`config.mk`:
```
export PLATFORM = sky130hd
export DESIGN_NAME = popcount_accum
export DESIGN_NICKNAME = d
export VERILOG_FILES = /design/src/rtl/popcount_pkg.sv /design/src/rtl/counter_5to3.sv /design/src/rtl/popcount_accum.sv
export SDC_FILE = /design/constraint.sdc
export NUM_CORES = 1
export LEC_CHECK = 0
export ABC_CLOCK_PERIOD_IN_PS = 3500
export BUFFER_PORTS_ARGS = -buffer_cell sky130_fd_sc_hd__buf_2
export CAP_MARGIN = 40
export CORE_UTILIZATION = 50
export CTS_CLUSTER_DIAMETER = 200
export DETAILED_ROUTE_END_ITERATION = 10
export GPL_TIMING_DRIVEN = 0
export PLACE_DENSITY = 0.68
export SLEW_MARGIN = 15
export SYNTH_ARGS = -nofsm -noshare
export SYNTH_HDL_FRONTEND = slang
export SYNTH_HIERARCHICAL = 1
export SYNTH_SLANG_ARGS = --single-unit
```
`constraint.sdc`:
```
create_clock -name clk -period 3.5 [get_ports clk]
set_clock_uncertainty 0.15 [all_clocks]
set_input_delay 0.175 -clock clk [delete_from_list [all_inputs] [get_ports clk]]
set_output_delay 0.175 -clock clk [all_outputs]
set_load 0.005 [all_outputs]
```
`src/rtl/popcount_pkg.sv`:
```
// Shared constants and sizing helpers for the popcount accumulator slice.
// Build option POPCOUNT_ACCUM_SAT_EN is consumed by popcount_accum.sv.
package popcount_pkg;

  localparam int GROUP_W = 5;

  // Number of 5-bit groups needed to cover an n-bit word (zero padded).
  function automatic int group_count(input int n);
    return (n + GROUP_W - 1) / GROUP_W;
  endfunction

  // Width needed to hold a ones-count of 0..n.
  function automatic int cnt_width(input int n);
    return $clog2(n + 1);
  endfunction

endpackage

```
`src/rtl/counter_5to3.sv`:
```
// Combinational 5:3 counter: ones-count of five bits as cnt = {cout, carry, sum}.
module counter_5to3 (
  input  logic [4:0] bits,
  output logic [2:0] cnt
);

  logic s_a, c_a, s_b, c_b;

  // Two full adders give a weight-1 sum and two weight-2 carries.
  assign s_a = bits[0] ^ bits[1] ^ bits[2];
  assign c_a = (bits[0] & bits[1]) | (bits[0] & bits[2]) | (bits[1] & bits[2]);
  assign s_b = s_a ^ bits[3] ^ bits[4];
  assign c_b = (s_a & bits[3]) | (s_a & bits[4]) | (bits[3] & bits[4]);

  assign cnt = {c_a & c_b, c_a ^ c_b, s_b};

endmodule

```
`src/rtl/popcount_accum.sv`:
```
// Two-stage streaming popcount with per-frame running total and sticky overflow.
// Define POPCOUNT_ACCUM_SAT_EN to saturate out_acc instead of wrapping.
module popcount_accum
  import popcount_pkg::*;
#(
  parameter int N     = 15,
  parameter int ACC_W = 16
) (
  input  logic                    clk,
  input  logic                    rst,
  input  logic                    clr,
  input  logic                    in_valid,
  output logic                    in_ready,
  input  logic [N-1:0]            in_data,
  input  logic                    in_last,
  output logic                    out_valid,
  input  logic                    out_ready,
  output logic [$clog2(N+1)-1:0]  out_cnt,
  output logic [ACC_W-1:0]        out_acc,
  output logic                    out_last,
  output logic                    out_ovf
);

  localparam int G     = group_count(N);
  localparam int CNT_W = cnt_width(N);
  localparam int PAD_W = G * GROUP_W;

  // Handshake: a word moves on a rising edge only when valid && ready are both
  // high on that side; producers hold data stable while valid && !ready, and
  // ready may depend combinationally on the downstream ready (never on valid).
  logic s1_valid, s1_last;
  logic [G-1:0][2:0] grp_cnt, s1_cnt;
  logic s2_adv, s1_adv, in_fire;

  assign s2_adv   = !out_valid || out_ready;
  assign s1_adv   = !s1_valid || s2_adv;
  assign in_ready = s1_adv && !rst && !clr;
  assign in_fire  = in_valid && in_ready;

  logic [PAD_W-1:0] padded;
  assign padded = PAD_W'(in_data);

  for (genvar g = 0; g < G; g++) begin : g_cnt
    counter_5to3 u_cnt (
      .bits (padded[g*GROUP_W +: GROUP_W]),
      .cnt  (grp_cnt[g])
    );
  end

  logic [CNT_W-1:0] word_cnt;
  always_comb begin
    word_cnt = '0;
    for (int g = 0; g < G; g++) begin
      word_cnt = word_cnt + CNT_W'(s1_cnt[g]);
    end
  end

  // Running total of the open frame; cleared when a last word enters S2,
  // which is exactly the word after which the next frame starts at zero.
  logic [ACC_W-1:0] tot_q, new_tot;
  logic             ovf_q, new_ovf;
  logic [ACC_W:0]   sum_ext;

  assign sum_ext = {1'b0, tot_q} + (ACC_W+1)'(word_cnt);
  assign new_ovf = ovf_q | sum_ext[ACC_W];

`ifdef POPCOUNT_ACCUM_SAT_EN
  assign new_tot = new_ovf ? {ACC_W{1'b1}} : sum_ext[ACC_W-1:0];
`else
  assign new_tot = sum_ext[ACC_W-1:0];
`endif

  always_ff @(posedge clk or posedge rst) begin
    if (rst) begin
      s1_valid  <= 1'b0;
      s1_last   <= 1'b0;
      s1_cnt    <= '0;
      out_valid <= 1'b0;
      out_cnt   <= '0;
      out_acc   <= '0;
      out_last  <= 1'b0;
      out_ovf   <= 1'b0;
      tot_q     <= '0;
      ovf_q     <= 1'b0;
    end else if (clr) begin
      s1_valid  <= 1'b0;
      out_valid <= 1'b0;
      out_acc   <= '0;
      out_ovf   <= 1'b0;
      tot_q     <= '0;
      ovf_q     <= 1'b0;
    end else begin
      if (s1_adv) begin
        s1_valid <= in_fire;
        if (in_fire) begin
          s1_cnt  <= grp_cnt;
          s1_last <= in_last;
        end
      end
      if (s2_adv) begin
        out_valid <= s1_valid;
        if (s1_valid) begin
          out_cnt  <= word_cnt;
          out_acc  <= new_tot;
          out_ovf  <= new_ovf;
          out_last <= s1_last;
          tot_q    <= s1_last ? '0 : new_tot;
          ovf_q    <= s1_last ? 1'b0 : new_ovf;
        end
      end
    end
  end

endmodule

```
==> results.py <==
metrics = {
    "timing": {
        "fin_crit_sh_pct": 97.0,
        "finalSetupViolCount": 0,
        "finalHoldViolCount": 0,
        "max_freq_mhz": 295,
        "fin_hold_ws_ns": 0.0206,
        "slew_headroom_pct": 41.3,
        "worstMarginPinSlew_ns": 0.881,
        "rsz0062_at_grt": "yes",
        "slew_viol_final": 0,
        "period_needed_ns": 3.40,
    },
    "floorplanning": {
        "start_util_pct": 51.6,
        "die_h_um": 77.2,
        "die_w_um": 77.2,
        "placementRows": 27,
        "coreArea_mm2": 0.00547,
        "ios": 45,
        "dieArea_mm2": 0.00596,
    },
    "global_routing": {
        "track_usage_pct": 23.0,
        "antenna_found_initial": 0,
        "grt_pass1_vias": 2239,
        "overflow": 0,
        "grt_pass1_wl_um": 10700,
        "grt_max_degree": 32,
    },
    "critical_path": {
        "r2r.worst_path.cells": 10,
        "cp-end-kind": "flip-flop",
        "slowest_delay_ns": 0.58,
        "crit_chain": "fa_1 -> ha_1 -> inv_1 -> fa_1 -> xor2_2 -> ha_1 -> nand3_1 -> o22ai_1 -> a41oi_1 -> a31oi_1",
        "regToRegSetupSlack_ns": 0.10,
        "worstReg2RegStart": "s1_cnt[1]$_DFFE_PP0P_",
        "critPathKind": "reg -> reg",
        "critPathArrivalTime_ns": 3.49,
        "slowest_stage": "o22ai_1",
        "worstPathMaxFanout": 7,
        "worstPathRequired_ns": 3.59,
        "reg2reg_to": "tot_q[7]$_DFFE_PP0P_",
        "startpoint_type": "flip-flop",
    },
    "detailed_routing": {
        "num_vias": 2207,
        "finalWirelength_um": 6250,
        "viasPerCell": 5.57,
        "routedWlPerCell_um": 15.8,
        "drtPass1Iterations": 4,
        "drc_errors": 0,
        "first_iter_violations": 176,
        "ant_nets": 0,
    },
    "power_and_ir_drop": {
        "p_leak_nw": 1.55,
        "power.density_mw_per_mm2": 501,
        "peakVddDrop_mv": 0.257,
    },
    "clock_network": {
        "htreeDepth": 2,
        "cts.clk_slew.worst_paths_ns": 0.10,
        "cts_buffers": 5,
        "cts_num_sinks": 51,
        "clkLatencyLatePin_ns": 0.31,
        "cts_tree": "built",
        "clockBufferDepth": 2,
        "root_buffer": "clkbuf_8",
    },
    "synthesis": {
        "synth_top_family_by_area": "compound AO/OA/AOI/OAI gates",
        "ys_seq_elements": 51,
        "synth_fp_nets": 308,
        "synth_edf_count": 0,
        "netlist_area_mm2": 0.00283,
        "synth-seq-area-share_pct": 45.2,
        "synthAdderAreaFrac_pct": 11.8,
        "syn_inst": 267,
        "synth-simple-area-share_pct": 14.4,
        "synth-xor-area-share_pct": 2.79,
        "yosysUniqueCellTypes": 47,
        "synth_ff_type": "dfrtp_1",
        "yosys_warnings": 6,
        "synth.area.mux_share_pct": 4.34,
        "synth_compound_area_share_pct": 16.7,
        "synth.avg_cell_area_um2": 10.6,
        "async_flop_share_pct": 100,
    },
    "hold_path": {
        "hold_path_class": "in -> reg",
        "min_path_cells": 4,
        "holdCritStartpoint": "out_ready",
        "holdPathEnd": "out_valid$_DFFE_PP0P_",
    },
    "cells_and_area": {
        "syn_to_final_growth_pct": 17.0,
        "nets": 364,
        "fin_util_pct": 60.4,
        "instances_no_fill": 396,
        "drive_gt1_share_pct": 26.2,
        "antenna_cells": 0,
    },
    "outcome": {
        "status": "finished clean",
    },
    "place": {
        "gp_congestion": 0.836,
        "port-buffer-count": 44,
        "place_hpwl_um": 4570,
        "placed_cells": 384,
    },
    "flow_run": {
        "max-cap-violations": 0,
    },
}
cells by family after synthesis:
logic type | Yosys count
xor+xnor | 9
mux | 11
buf+inv | 31
fa+ha+maj | 20
flops | 51
simple gates | 78
compound gates | 67
worst max-delay path, delay by kind of cell, from the launching register on:
kind            cells  cell delay, ns
compound gates      3            0.95
xor+xnor            1            0.19
fa+ha+maj           4            1.46
buf+inv             1            0.04
flops               1            0.42
simple gates        1            0.12
Yosys cell counts, drive strengths merged, types with 2 or more instances:
cell type,n,area (µm²)
nand2,34,128
inv,12,45.0
nand4,4,40.0
nor2,6,22.5
a21oi,7,35.0
nor3,2,10.0
a41oi,2,17.5
a211oi,2,15.0
a32oi,3,26.3
clkbuf,13,51.3
o211ai,7,52.6
ha,9,113
nand3b,2,15.0
nand3,14,70.1
mux2,10,113
o21ai,18,90.1
a31oi,10,62.6
xnor2,5,43.8
xor2,4,35.0
buf,6,40.0
a21o,2,15.0
or4,4,31.3
a2111oi,2,42.5
dfrtp,51,1280
a22o,8,70.1
fa,11,220
or3,2,17.5
nand2b,4,25.0
power by group:
group | switching (W) | internal (W)
registers | 0.0000490 | 0.000663
clock network | 0.000210 | 0.000141
logic | 0.000335 | 0.000259
area by class of cell:
cell class	count	area [µm²]
well taps	72	90.1
clock inverters	3	18.8
repair buffers	49	278
plain buffers	19	92.6
flip-flops and latches	51	1280
fillers	484	2170
inverters	12	45.0
clock buffers	5	68.8
multi-input cells	185	1440
what timing repair did:
| item | in CTS | in global routing |
|---|---|---|
| hold buffers | 3 | 0 |
| pin swaps | 1 | 1 |
| resized for setup | 2 | 4 |
| buffers inserted | 1 | 0 |
| endpoints found under the setup margin | 11 | 16 |
| endpoints found under the hold margin | 22 | 0 |
sequential cells by signal, indices dropped and copies added (netlist names), 4 cells and up:
name     flops
s1_cnt       9
tot_q       16
out_acc     16
out_cnt      4
layer usage:
metal	share of wire, %	wire length [µm]	track usage, %	vias up
met5	0	0	0	-
met4	1.4	89	7.36	0
met3	3.9	241	3.57	9
met2	47	2970	38.4	57
met1	47	2950	30.5	1079
li1	-	-	-	1062
cells in the final DEF, fill, tap and decap left out, drive strengths merged, types with 3 or more instances in the layout:
master / count
xor2: 4
a22o: 8
nand4: 4
a31oi: 10
fa: 11
dlygate4sd3: 3
xnor2: 5
a21oi: 7
clkbuf: 18
nand2b: 4
nand2: 34
mux2: 10
or4: 4
buf: 52
ha: 9
dfrtp: 51
nor2: 6
a32oi: 3
inv: 13
o21ai: 18
nand3: 14
o211ai: 7
how the worst max path moves through the flow:
stage	startpoint	endpoint
floorplan	s1_cnt[1]$_DFFE_PP0P_	ovf_q$_DFFE_PP0P_
global placement	s1_cnt[1]$_DFFE_PP0P_	tot_q[7]$_DFFE_PP0P_
detailed placement	s1_cnt[1]$_DFFE_PP0P_	tot_q[7]$_DFFE_PP0P_
CTS	s1_cnt[1]$_DFFE_PP0P_	ovf_q$_DFFE_PP0P_
global route	s1_cnt[1]$_DFFE_PP0P_	tot_q[7]$_DFFE_PP0P_
finish	s1_cnt[1]$_DFFE_PP0P_	tot_q[7]$_DFFE_PP0P_
per-stage QoR:
| step | setup TNS [ns] | worst slack, ns | cell area, µm² | total power, W |
|---|---|---|---|---|
| finish | 0 | 0.105 | 3310 | 0.00166 |
| global route | -0.0104 | -0.0104 | 3310 | 0.00178 |
| CTS | 0 | 0.0111 | 3290 | 0.00165 |
| detailed placement | -0.0590 | -0.0347 | 3160 | 0.00129 |
| global placement | -0.0436 | -0.0399 | 3140 | 0.00127 |
| floorplan | 0 | 0.365 | 2830 | 0.00112 |
(Power assumes the default switching activity.)
